[src/rtl/mpi_ahb3_pkg.sv]
// rtl/mpi_ahb3_pkg.sv - AHB3-Lite encodings and FSM state codes for the MPI buffer slave
package mpi_ahb3_pkg;
   localparam logic [1:0] HTRANS_IDLE   = 2'b00;
   localparam logic [1:0] HTRANS_BUSY   = 2'b01;
   localparam logic [1:0] HTRANS_NONSEQ = 2'b10;
   localparam logic [1:0] HTRANS_SEQ    = 2'b11;

   localparam logic [2:0] HSIZE_WORD = 3'b010;

   localparam logic HRESP_OKAY  = 1'b0;
   localparam logic HRESP_ERROR = 1'b1;

   localparam logic [1:0] ST_IDLE   = 2'd0;
   localparam logic [1:0] ST_ACCESS = 2'd1;
   localparam logic [1:0] ST_ERR1   = 2'd2;
   localparam logic [1:0] ST_ERR2   = 2'd3;

   function automatic logic htrans_active(input logic [1:0] htrans);
      return !(htrans == HTRANS_IDLE || htrans == HTRANS_BUSY) &&
             (htrans == HTRANS_NONSEQ || htrans == HTRANS_SEQ);
   endfunction
endpackage

[src/rtl/mpi_ahb3_timeout.sv]
// rtl/mpi_ahb3_timeout.sv - wait-state counter that flags when a bus access has stalled too long
module mpi_ahb3_timeout #(
   parameter int TIMEOUT = 255
) (
   input  logic clk,
   input  logic rst,
   input  logic clr,
   input  logic en,
   output logic expire
);
   localparam int CW = $clog2(TIMEOUT + 1);

   logic [CW-1:0] cnt;

   always_ff @(posedge clk or negedge rst) begin
      if (!rst)
         cnt <= '0;
      else if (clr)
         cnt <= '0;
      else if (en)
         cnt <= cnt + CW'(1);
   end

   assign expire = en & (cnt == CW'(TIMEOUT - 1));
endmodule

[src/rtl/mpi_ahb3_slave_if.sv]
// rtl/mpi_ahb3_slave_if.sv - AHB3-Lite slave bridging to the MPI message buffer bus port
module mpi_ahb3_slave_if
   import mpi_ahb3_pkg::*;
#(
   parameter int PLEN    = 32,
   parameter int XLEN    = 32,
   parameter int TIMEOUT = 255
) (
   input  logic            clk,
   input  logic            rst,
   input  logic            ahb3_hsel_i,
   input  logic [PLEN-1:0] ahb3_haddr_i,
   input  logic [XLEN-1:0] ahb3_hwdata_i,
   input  logic            ahb3_hwrite_i,
   input  logic [2:0]      ahb3_hsize_i,
   input  logic [2:0]      ahb3_hburst_i,
   input  logic [3:0]      ahb3_hprot_i,
   input  logic [1:0]      ahb3_htrans_i,
   input  logic            ahb3_hmastlock_i,
   input  logic            ahb3_hready_i,
   output logic            ahb3_hreadyout_o,
   output logic            ahb3_hresp_o,
   output logic [XLEN-1:0] ahb3_hrdata_o,
   output logic [31:0]     bus_addr,
   output logic            bus_we,
   output logic            bus_en,
   output logic [31:0]     bus_data_in,
   input  logic [31:0]     bus_data_out,
   input  logic            bus_ack,
   input  logic            bus_err,
   output logic            timeout_o
);
   logic [1:0]      state, state_nxt;
   logic [PLEN-1:0] addr_q;
   logic            we_q;
   logic            capture, bad, in_access, wait_cyc, expire;
   logic            unused_ok;

   assign unused_ok = ^{ahb3_hburst_i, ahb3_hprot_i, ahb3_hmastlock_i};

   assign capture   = ahb3_hsel_i & ahb3_hready_i & htrans_active(ahb3_htrans_i);
   assign bad       = (ahb3_hsize_i != HSIZE_WORD) | (ahb3_haddr_i[1:0] != 2'b00);
   assign in_access = (state == ST_ACCESS);
   assign wait_cyc  = in_access & ~bus_ack & ~bus_err;

   // Counter only runs through uninterrupted wait cycles, so any other cycle restarts it.
   mpi_ahb3_timeout #(.TIMEOUT(TIMEOUT)) u_timeout (
      .clk    (clk),
      .rst    (rst),
      .clr    (~wait_cyc),
      .en     (wait_cyc),
      .expire (expire)
   );

   always_comb begin
      state_nxt = state;
      case (state)
         ST_IDLE, ST_ERR2:
            state_nxt = capture ? (bad ? ST_ERR1 : ST_ACCESS) : ST_IDLE;
         ST_ACCESS: begin
            if (bus_err || expire)
               state_nxt = ST_ERR1;
            else if (bus_ack)
               state_nxt = capture ? (bad ? ST_ERR1 : ST_ACCESS) : ST_IDLE;
         end
         ST_ERR1:
            state_nxt = ST_ERR2;
         default:
            state_nxt = ST_IDLE;
      endcase
   end

   always_ff @(posedge clk or negedge rst) begin
      if (!rst) begin
         state     <= ST_IDLE;
         addr_q    <= '0;
         we_q      <= 1'b0;
         timeout_o <= 1'b0;
      end else begin
         state     <= state_nxt;
         timeout_o <= expire;
         if (capture) begin
            addr_q <= ahb3_haddr_i;
            we_q   <= ahb3_hwrite_i;
         end
      end
   end

   always_comb begin
      ahb3_hreadyout_o = 1'b1;
      ahb3_hresp_o     = HRESP_OKAY;
      case (state)
         ST_ACCESS: ahb3_hreadyout_o = bus_ack & ~bus_err;
         ST_ERR1: begin
            ahb3_hreadyout_o = 1'b0;
            ahb3_hresp_o     = HRESP_ERROR;
         end
         ST_ERR2:   ahb3_hresp_o = HRESP_ERROR;
         default:   ahb3_hreadyout_o = 1'b1;
      endcase
   end

   assign ahb3_hrdata_o = (in_access & bus_ack) ? XLEN'(bus_data_out) : '0;
   assign bus_en        = in_access;
   assign bus_addr      = 32'(addr_q);
   assign bus_we        = we_q;
   assign bus_data_in   = 32'(ahb3_hwdata_i);
endmodule
[config.mk]
export PLATFORM = sky130hd
export DESIGN_NAME = mpi_ahb3_slave_if
export DESIGN_NICKNAME = d
export VERILOG_FILES = /design/src/rtl/mpi_ahb3_pkg.sv /design/src/rtl/mpi_ahb3_timeout.sv /design/src/rtl/mpi_ahb3_slave_if.sv
export SDC_FILE = /design/constraint.sdc
export NUM_CORES = 1
export LEC_CHECK = 0
export ABC_AREA = 1
export CAP_MARGIN = 30
export CORE_MARGIN = 5
export CORE_UTILIZATION = 32
export CTS_BUF_LIST = sky130_fd_sc_hd__clkbuf_8
export DETAILED_ROUTE_END_ITERATION = 8
export GPL_TIMING_DRIVEN = 0
export MAX_ROUTING_LAYER = met4
export PLACE_DENSITY = 0.82
export SYNTH_ARGS = -nofsm -noshare
export SYNTH_HDL_FRONTEND = slang
export SYNTH_SLANG_ARGS = --single-unit
[constraint.sdc]
create_clock -name clk -period 1.6 [get_ports clk]
set_input_delay 0.24 -clock clk [delete_from_list [all_inputs] [get_ports clk]]
set_output_delay 0.24 -clock clk [all_outputs]
set_load 0.01 [all_outputs]
### Word-level counts from Yosys, hierarchy flattened

Cells that the tools add are included.

| storage, ports and cells | value |
|---|---|
| output and inout bits | 101 |
| memories | 0 |
| latch bits | 0 |
| word-level logic and storage cells | 44 |
| bits in registers | 44 |
| input port bits | 116 |
| bits in read-only memories | 0 |
| memory bits (writable) | 0 |

| cells by class | value |
|---|---|
| bitwise gates (word level) | 10 |
| shifts and indexed selects | 0 |
| divide/modulo/power cells | 0 |
| muxes and demuxes | 9 |
| eq/ne operators | 9 |
| $lt $le $gt $ge | 0 |
| multiply operators | 0 |
| reductions and logical operators | 10 |
| add/sub/neg operators | 1 |

Operators with widths:

| operator | count |
|---|---|
| $mux 32 | 1 |
| $add 8x1->8 const B | 1 |
| $eq 2x2->1 const B | 4 |
| $eq 8x8->1 const B | 1 |
| $mux 2 | 4 |
| $mux 8 | 1 |
| $and 1x1->1 | 7 |
| $ne 3x2->1 const B | 2 |
| $pmux 2 s3 | 1 |
| $eq 2x1->1 const B | 2 |
| $logic_not 2->1 | 2 |
| $reduce_or 2->1 | 2 |
| $logic_or 1x1->1 | 3 |
| $not 1->1 | 2 |
| $pmux 1 s2 | 1 |
| $reduce_bool 2->1 | 1 |
| $logic_and 1x1->1 | 1 |
| $logic_not 1->1 | 1 |
| $mux 1 | 1 |
| $or 1x1->1 | 1 |

### Logic depth before layout (Yosys ltp)

Gate-level depths: netlist of the first run.

| depth | value |
|---|---|
| word-level depth | 9 |
| gate-level depth with buffers | 10 |
| mapped depth without buffers | 10 |

### By module

From an unflattened synthesis of the first run, not the netlist that was laid out.

| unflattened totals | value |
|---|---|
| cell total of the unflattened synthesis | 343 |
| area total of the unflattened synthesis | 2,498.6 um2 |

By module, submodules not included:

| module | sequential area each (um2) | times used | area an instance (um2) | cells an instance |
|---|---|---|---|---|
| mpi_ahb3_slave_if | 900.9 | 1 | 2,024.4 | 279 |
| mpi_ahb3_timeout | 200.2 | 1 | 474.2 | 64 |

### Worst setup path before layout of the first run

No wires, ideal clock.

| timing path | value |
|---|---|
| path type | register -> output |
| from | register state[1] |
| to | output ahb3_hrdata_o[10] |
| buffers on the path | 1 |
| cell stages (with the launch flop) | 6 |
| arrival time | 1,215 ps |
| path slack | 145 ps |
| required time | 1,360 ps |
| cell sequence | dfrtp_1 inv_1 ha_1 nand2_1 clkbuf_1 nor2_1 |

| between the ends | value |
|---|---|
| word-level cells in the longest chain between the ends | 3 |

Ends and longest elaborated chain:

| element | RTL line | RTL |
|---|---|---|
| start, declared | mpi_ahb3_slave_if.sv:33 | `logic [1:0] state, state_nxt;` |
| start signal, assigned | mpi_ahb3_slave_if.sv:80 | `state <= state_nxt;` |
| $eq 2x1->1 | mpi_ahb3_slave_if.sv:43 | `assign in_access = (state == ST_ACCESS);` |
| via bus_en | mpi_ahb3_slave_if.sv:26 | `output logic bus_en,` |
| $and 1x1->1 | mpi_ahb3_slave_if.sv:103 | `assign ahb3_hrdata_o = (in_access & bus_ack) ? XLEN'(bus_data_out) : '0;` |
| $mux 32 | mpi_ahb3_slave_if.sv:103 |  |
| end, declared | mpi_ahb3_slave_if.sv:23 | `output logic [XLEN-1:0] ahb3_hrdata_o,` |

The timed path passes the listed nets, and every way through them passes these cells.

### Final worst setup path of the first run

| timing path | value |
|---|---|
| from | register state[1] |
| to | output ahb3_hreadyout_o |

| between the ends | value |
|---|---|
| word-level cells in the longest chain between the ends | 2 |
| elaborated cells between the ends (all ways) | 3 |
| classes of those cells | eq/ne: 2; mux: 1 |

Ends and longest elaborated chain:

| element | RTL line | RTL |
|---|---|---|
| $eq 2x2->1 / $eq 2x1->1 (equally long branches) | mpi_ahb3_slave_if.sv:92 | `case (state)` |
| $pmux 1 s2 (*) | mpi_ahb3_slave_if.sv:92 |  |
| end, declared | mpi_ahb3_slave_if.sv:21 | `output logic ahb3_hreadyout_o,` |

Mark *: on every way between the ends. The rest lies on a longest branch, timed or not.

==> flow_summary.toml, run 1 <==
[status]
status = "finished, violations left"
violations = "setup timing"

[timing]
final.setup.tns_ns = -4.075
period_minus_slack_ns = 1.759
max_slew_margin_pct = 82.27
drv_slew = 0
period_share_pct = 109.9
rsz0062_at_grt = "yes"
holdWs_ns = 0.3055
finalSetupViolations = 34
tightest_slew_ns = 0.2651
finalClockSkew_ns = 0.008602
max_clock_freq_mhz = 568.5
fin_ws_ns = -0.1591
hold_viol = 0

[place]
port_buffers = 175
place_inst = 603
post_dp_cell_area_mm2 = 0.004324
hpwl_mm = 7.305
place_congestion = 0.8127

[detailed_routing]
vias = 2701
route.detailed.drc = 0
postRouteAntennaNets = 0
drt_wl_total_mm = 9.371
routed_via_density = 4.322
drt-wirelength-per-cell_um = 14.99
drtIter0Drc = 113
dr.pass1.iters = 4

[final_layout]
layout.cells.non_filler = 625
fillCellCount = 596
syn2layout_area_growth_pct = 93.68
fin_area_mm2 = 0.004713
final_layout_size_suffix_gt1_share_pct = 28.05
fin_nets = 644

[yosys]
synth_async_sr_flop_share_pct = 100.0
synth_most_common_cell = "nand2_1"
ys_top_cells_by_area = "dfrtp_1 45%, nand2_1 17%, buf_4 11%, inv_1 7.2%, nor2_1 6.9%"
synth_top_cells_by_count = "112 x nand2_1, 47 x inv_1, 45 x nor2_1"
synthesis.area_mm2 = 0.002434
syn-num-nets = 449
ys_warn_count = 0
synthFlopType = "dfrtp_1"
seq_area_frac_synth_pct = 45.24
synth_top_area_share_pct = 45.24
ys_types = 22
yosys.area.top_type = "dfrtp_1"
ys_ff_latch = 44
avgSynthCellArea_um2 = 7.419
synth_edf_count = 0
synth_cells = 328

[power]
ir_worst_vdd_uv = 474.0
p_per_area_mw_per_mm2 = 836.6
power_w = 0.003943
leakagePower_nw = 2.355

[clock_network]
cts-root-buf = "clkbuf_8"
clk_latency_ns = 0.30
cts_tree = "yes"
cts_buffers = 5
clock-sinks = 44
clkTransAtPathRegs_ns = 0.10
cts_max_level = 2
clockBufferDepth = 2

[floorplan]
fp.dieArea_mm2 = 0.009449
initial_core_util_pct = 33.20
row_count = 31
pin_count = 217
die_h_um = 97.21
die_x_um = 97.21
core_area_mm2 = 0.007331

[setup_path]
crit_type = "register to primary output"
cp.required_ns = 1.36
regToRegSetupSlack_ns = 0.04
start_kind = "register"
arrival_ns = 1.52
crit_fanout = 7
critPathCaptureType = "primary output"

[grt]
antenna_found_initial = 2
grt_use_total_pct = 18.70
grt_max_degree = 41
grt_pass1_wl_mm = 13.79
grt_pass1_vias = 2821
gr-total-overflow = 0

[job]
drv_cap = 0

[min_path]
hold_class = "primary input to async pin"
## worst max-delay path: stages, from the launching register on
cell and delay, ns:
dfrtp_1 0.42, inv_2 0.08, ha_4 0.18, nand2_8 0.10, buf_12 0.15, o21ai_4 0.14
buf_6 0.13
## registers in the layout (all words and copies together) (netlist names)
register       cells
bus_addr          32
bus_we             1
state              2
timeout_o          1
u_timeout.cnt      8
## worst paths after layout
check / startpoint / end / cells past startpoint
min in group clk: ahb3_haddr_i[22] / bus_addr[22] / 3
worst min register to register: bus_addr[13] / bus_addr[13] / 2
worst max register to register: state[1] / state[1] / 10
worst max-delay path: state[1] / ahb3_hreadyout_o / 6
max in group asynchronous: rst / state[0] / 3
worst min-delay path: rst / bus_addr[16] / 2
## report_power, final
part | switching, W | internal, W
Clock | 0.000406 | 0.000511
Sequential | 0.0000969 | 0.00126
Combinational | 0.000709 | 0.000956
## metrics by stage
| step | setup slack, ns | utilization [%] |
|---|---|---|
| finish | -0.1591 | 64.29 |
| CTS | -0.1526 | 60.44 |
| floorplan | 0.1447 | - |
| detailed placement | -0.6318 | 58.99 |
| global placement | -0.8912 | 58.78 |
| global route | -0.2179 | 64.29 |
## routing by layer
layer / track usage (%) / share of wire (%)
met1: 18.29 / 36
met2: 35.67 / 55
met3: 3.374 / 6.5
met4: 8.207 / 2.8
met5: - / 0
## placed cells by master (no fill, tap or decap)
| cell | count |
|---|---|
| o21ai_1 | 1 |
| nand2_1 | 111 |
| nor2_2 | 16 |
| o21ai_0 | 4 |
| clkbuf_16 | 2 |
| buf_6 | 16 |
| inv_1 | 46 |
| clkbuf_8 | 6 |
| nand3_1 | 1 |
| o21a_1 | 1 |
| buf_2 | 27 |
| nand2_8 | 1 |
| nor2_4 | 14 |
| nand2_2 | 5 |
| nand4_1 | 1 |
| buf_4 | 42 |
| dfrtp_1 | 43 |
| inv_2 | 1 |
| clkbuf_2 | 1 |
| clkinv_4 | 1 |
| dfrtp_2 | 1 |
| and3_1 | 1 |
| a21oi_1 | 6 |
| buf_12 | 2 |
| o21ai_4 | 1 |
| bufinv_16 | 1 |
| buf_8 | 1 |
| ha_1 | 2 |
| nand3_2 | 3 |
| clkdlybuf4s50_1 | 139 |
| dlygate4sd3_1 | 1 |
| diode_2 | 2 |
| nor3_1 | 1 |
| or2_4 | 2 |
| nor2_1 | 19 |
| ha_2 | 1 |
| inv_4 | 1 |
| ha_4 | 2 |
## cell type report
| class | instances | area, µm² | area share [%] |
|---|---|---|---|
| buffer | 43 | 361.6 | 7.672 |
| timing repair buffer | 188 | 1780 | 37.78 |
| sequential | 44 | 1102 | 23.39 |
| clock inverter | 2 | 38.79 | 0.8229 |
| multi-input combinational | 193 | 1036 | 21.98 |
| inverter | 48 | 182.7 | 3.876 |
| tap | 99 | 123.9 | 2.628 |
| clock buffer | 6 | 82.58 | 1.752 |
| antenna | 2 | 5.005 | 0.1062 |
## timing repair
| item | 4_1_cts | 5_1_grt |
|---|---|---|
| hold buffers | 1 | 0 |
| cloned | 0 | 3 |
| gates resized for setup | 176 | 46 |
| pin swaps | 0 | 1 |
| endpoints found under the hold margin | 19 | 0 |
| endpoints found under the setup margin | 35 | 39 |
| buffers inserted | 2 | 6 |
## cells by family after synthesis
group,synth area share [%]
and+or+nand+nor,29.41
buffers and inverters,20.00
DFF,45.24
AOI/OAI and AO/OA,2.776
adders and majority gates,2.571
No activity file was read; power rests on OpenSTA's default activity.
==> inputs of run 2 (changes only) <==
--- a/constraint.sdc
+++ b/constraint.sdc
@@ -3,2 +3,2 @@
 set_output_delay 0.24 -clock clk [all_outputs]
-set_load 0.01 [all_outputs]
+set_load 0.005 [all_outputs]
==> run 2 against run 1 <==
Effect of this change:
- the run still ends with setup timing left
- largest power group unchanged
- sequential share of layout area fell by 0.17 points
- clock-buffer cell count did not move
- largest cell class unchanged
- hold slack barely moved
- global-route usage grew 1.1 points
- combinational power is 6% lower
- highest routed layer unchanged
- cell area rose by 0.74%
- total power down 2.7%
- via count is 0.26% higher
- die area is the same
- utilization up 0.48 points
==> flow_summary.toml, run 2 (synthesized netlist as in run 1, its figures left out) <==
[floorplan]
core_area_mm2 = 0.007331
die_h_um = 97.21
pin_count = 217
fp.dieArea_mm2 = 0.009449
row_count = 31
die_x_um = 97.21
initial_core_util_pct = 33.20

[setup_path]
arrival_ns = 1.54
crit_fanout = 4
crit_type = "register to primary output"
critPathCaptureType = "primary output"
start_kind = "register"
timing.rr.start = "state[1]"
cp-startpoint = "state[0]"
cp.required_ns = 1.36

[place]
port_buffers = 175
place_congestion = 0.8127
hpwl_mm = 7.305

[status]
status = "finished, violations left"
violations = "setup timing"

[clock_network]
cts-root-buf = "clkbuf_8"
cts_tree = "yes"
clkTransAtPathRegs_ns = 0.08
clock-sinks = 44
cts_max_level = 2
clk_latency_ns = 0.30
cts_buffers = 5
clockBufferDepth = 2

[timing]
rsz0062_at_grt = "yes"
tightest_slew_ns = 0.3606
finalSetupViolations = 37
max_slew_margin_pct = 75.88
drv_slew = 0
hold_viol = 0
final.setup.tns_ns = -3.867
period_share_pct = 111.2
holdWs_ns = 0.3053
finalClockSkew_ns = 0.01469
period_minus_slack_ns = 1.779
fin_ws_ns = -0.1793
max_clock_freq_mhz = 562.0

[final_layout]
syn2layout_area_growth_pct = 95.12
fin_util_pct = 64.77
final_layout_size_suffix_gt1_share_pct = 28.16
final_cell_mix = "139 x clkdlybuf4s50_1, 111 x nand2_1, 46 x inv_1"
largest_register_ffs = 32
layout_commonest_cell = "clkdlybuf4s50_1"
fin_nets = 642

[min_path]
hold_class = "primary input to async pin"

[job]
drv_cap = 0

[detailed_routing]
drt_wl_total_mm = 9.563
routed_via_density = 4.347
vias = 2708
route.detailed.drc = 0
dr.pass1.iters = 4
drtIter0Drc = 104
drt-wirelength-per-cell_um = 15.35
postRouteAntennaNets = 0

[power]
internal-power_w = 0.002702
clockPowerShare_pct = 23.8
leakagePower_nw = 2.352
p_switching_w = 0.001134
sw_frac_of_total_pct = 29.57
seqPwrFrac_pct = 35.3
p_per_area_mw_per_mm2 = 807.8
power_frac_comb_pct = 40.9
ir_worst_vdd_uv = 471.3

[grt]
grt_pass1_vias = 2871
grt_use_total_pct = 19.77
grt_pass1_wl_mm = 14.52
grt_max_degree = 41
antenna_found_initial = 2
gr-total-overflow = 0
## run 2: final cells by class
type                            count  area [µm²]
Fill cell                         590        2582
Timing Repair Buffer              185        1732
Multi-Input combinational cell    194        1110
Sequential cell                    44        1102
Buffer                             43       371.6
Inverter                           48       182.7
Tap cell                           99       123.9
Clock buffer                        6       82.58
Clock inverter                      2       38.79
Antenna cell                        2       5.005
## run 2: worst max-delay path, stage by stage, from the launching register on
cell and delay [ns]:
dfrtp_2 0.45, ha_4 0.21, buf_6 0.13, or2_4 0.23, o21ai_2 0.06, buf_2 0.16
## run 2: path summary, 6_finish.rpt
| kind | end | slack (ns) | cells after the start |
|---|---|---|---|
| worst max-delay path | ahb3_hreadyout_o | -0.18 | 5 |
| worst min-delay path | bus_addr[16] | 0.31 | 2 |
| worst max register to register | state[1] | -0.09 | 11 |
| worst min register to register | bus_addr[13] | 0.48 | 2 |
| max in group asynchronous | state[0] | 0.84 | 3 |
| min in group clk | bus_addr[22] | 0.46 | 3 |
## run 2: metrics by stage
stage	instance area (µm²)	total power (W)	setup WS, ns	std cells
after CTS	4612	0.003787	-0.1829	620
after detailed placement	4324	0.002663	-0.5971	603
after global routing	4748	0.004029	-0.2209	623
final	4748	0.003836	-0.1793	623
after floorplan	2434	0.001802	0.2113	328
after global placement	4309	0.002626	-0.8912	602
## run 2: power by group through the flow
stage	Combinational (W)	Sequential (W)	Clock [W]
2_1_floorplan	0.000423	0.00138	0
3_3_place_gp	0.00126	0.00136	0
3_5_place_dp	0.00129	0.00137	0
4_1_cts	0.00150	0.00135	0.000930
5_1_grt	0.00169	0.00137	0.000967
6_report	0.00157	0.00135	0.000912
## run 2: routing by layer
layer,part of all wire (%),vias up,global-route usage (%)
met1,35,1222,19.58
li1,-,1315,-
met4,4.2,0,9.827
met3,6.3,24,3.230
met5,0,-,-
met2,54,147,37.10
## run 2: repair_timing
| action | in CTS | in global routing |
|---|---|---|
| hold buffers | 1 | 0 |
| pin swaps | 3 | 0 |
| endpoints found under the setup margin | 35 | 45 |
| gates resized for setup | 203 | 31 |
| cloned | 4 | 0 |
| setup buffers | 4 | 1 |
| hold endpoints to repair | 19 | 0 |
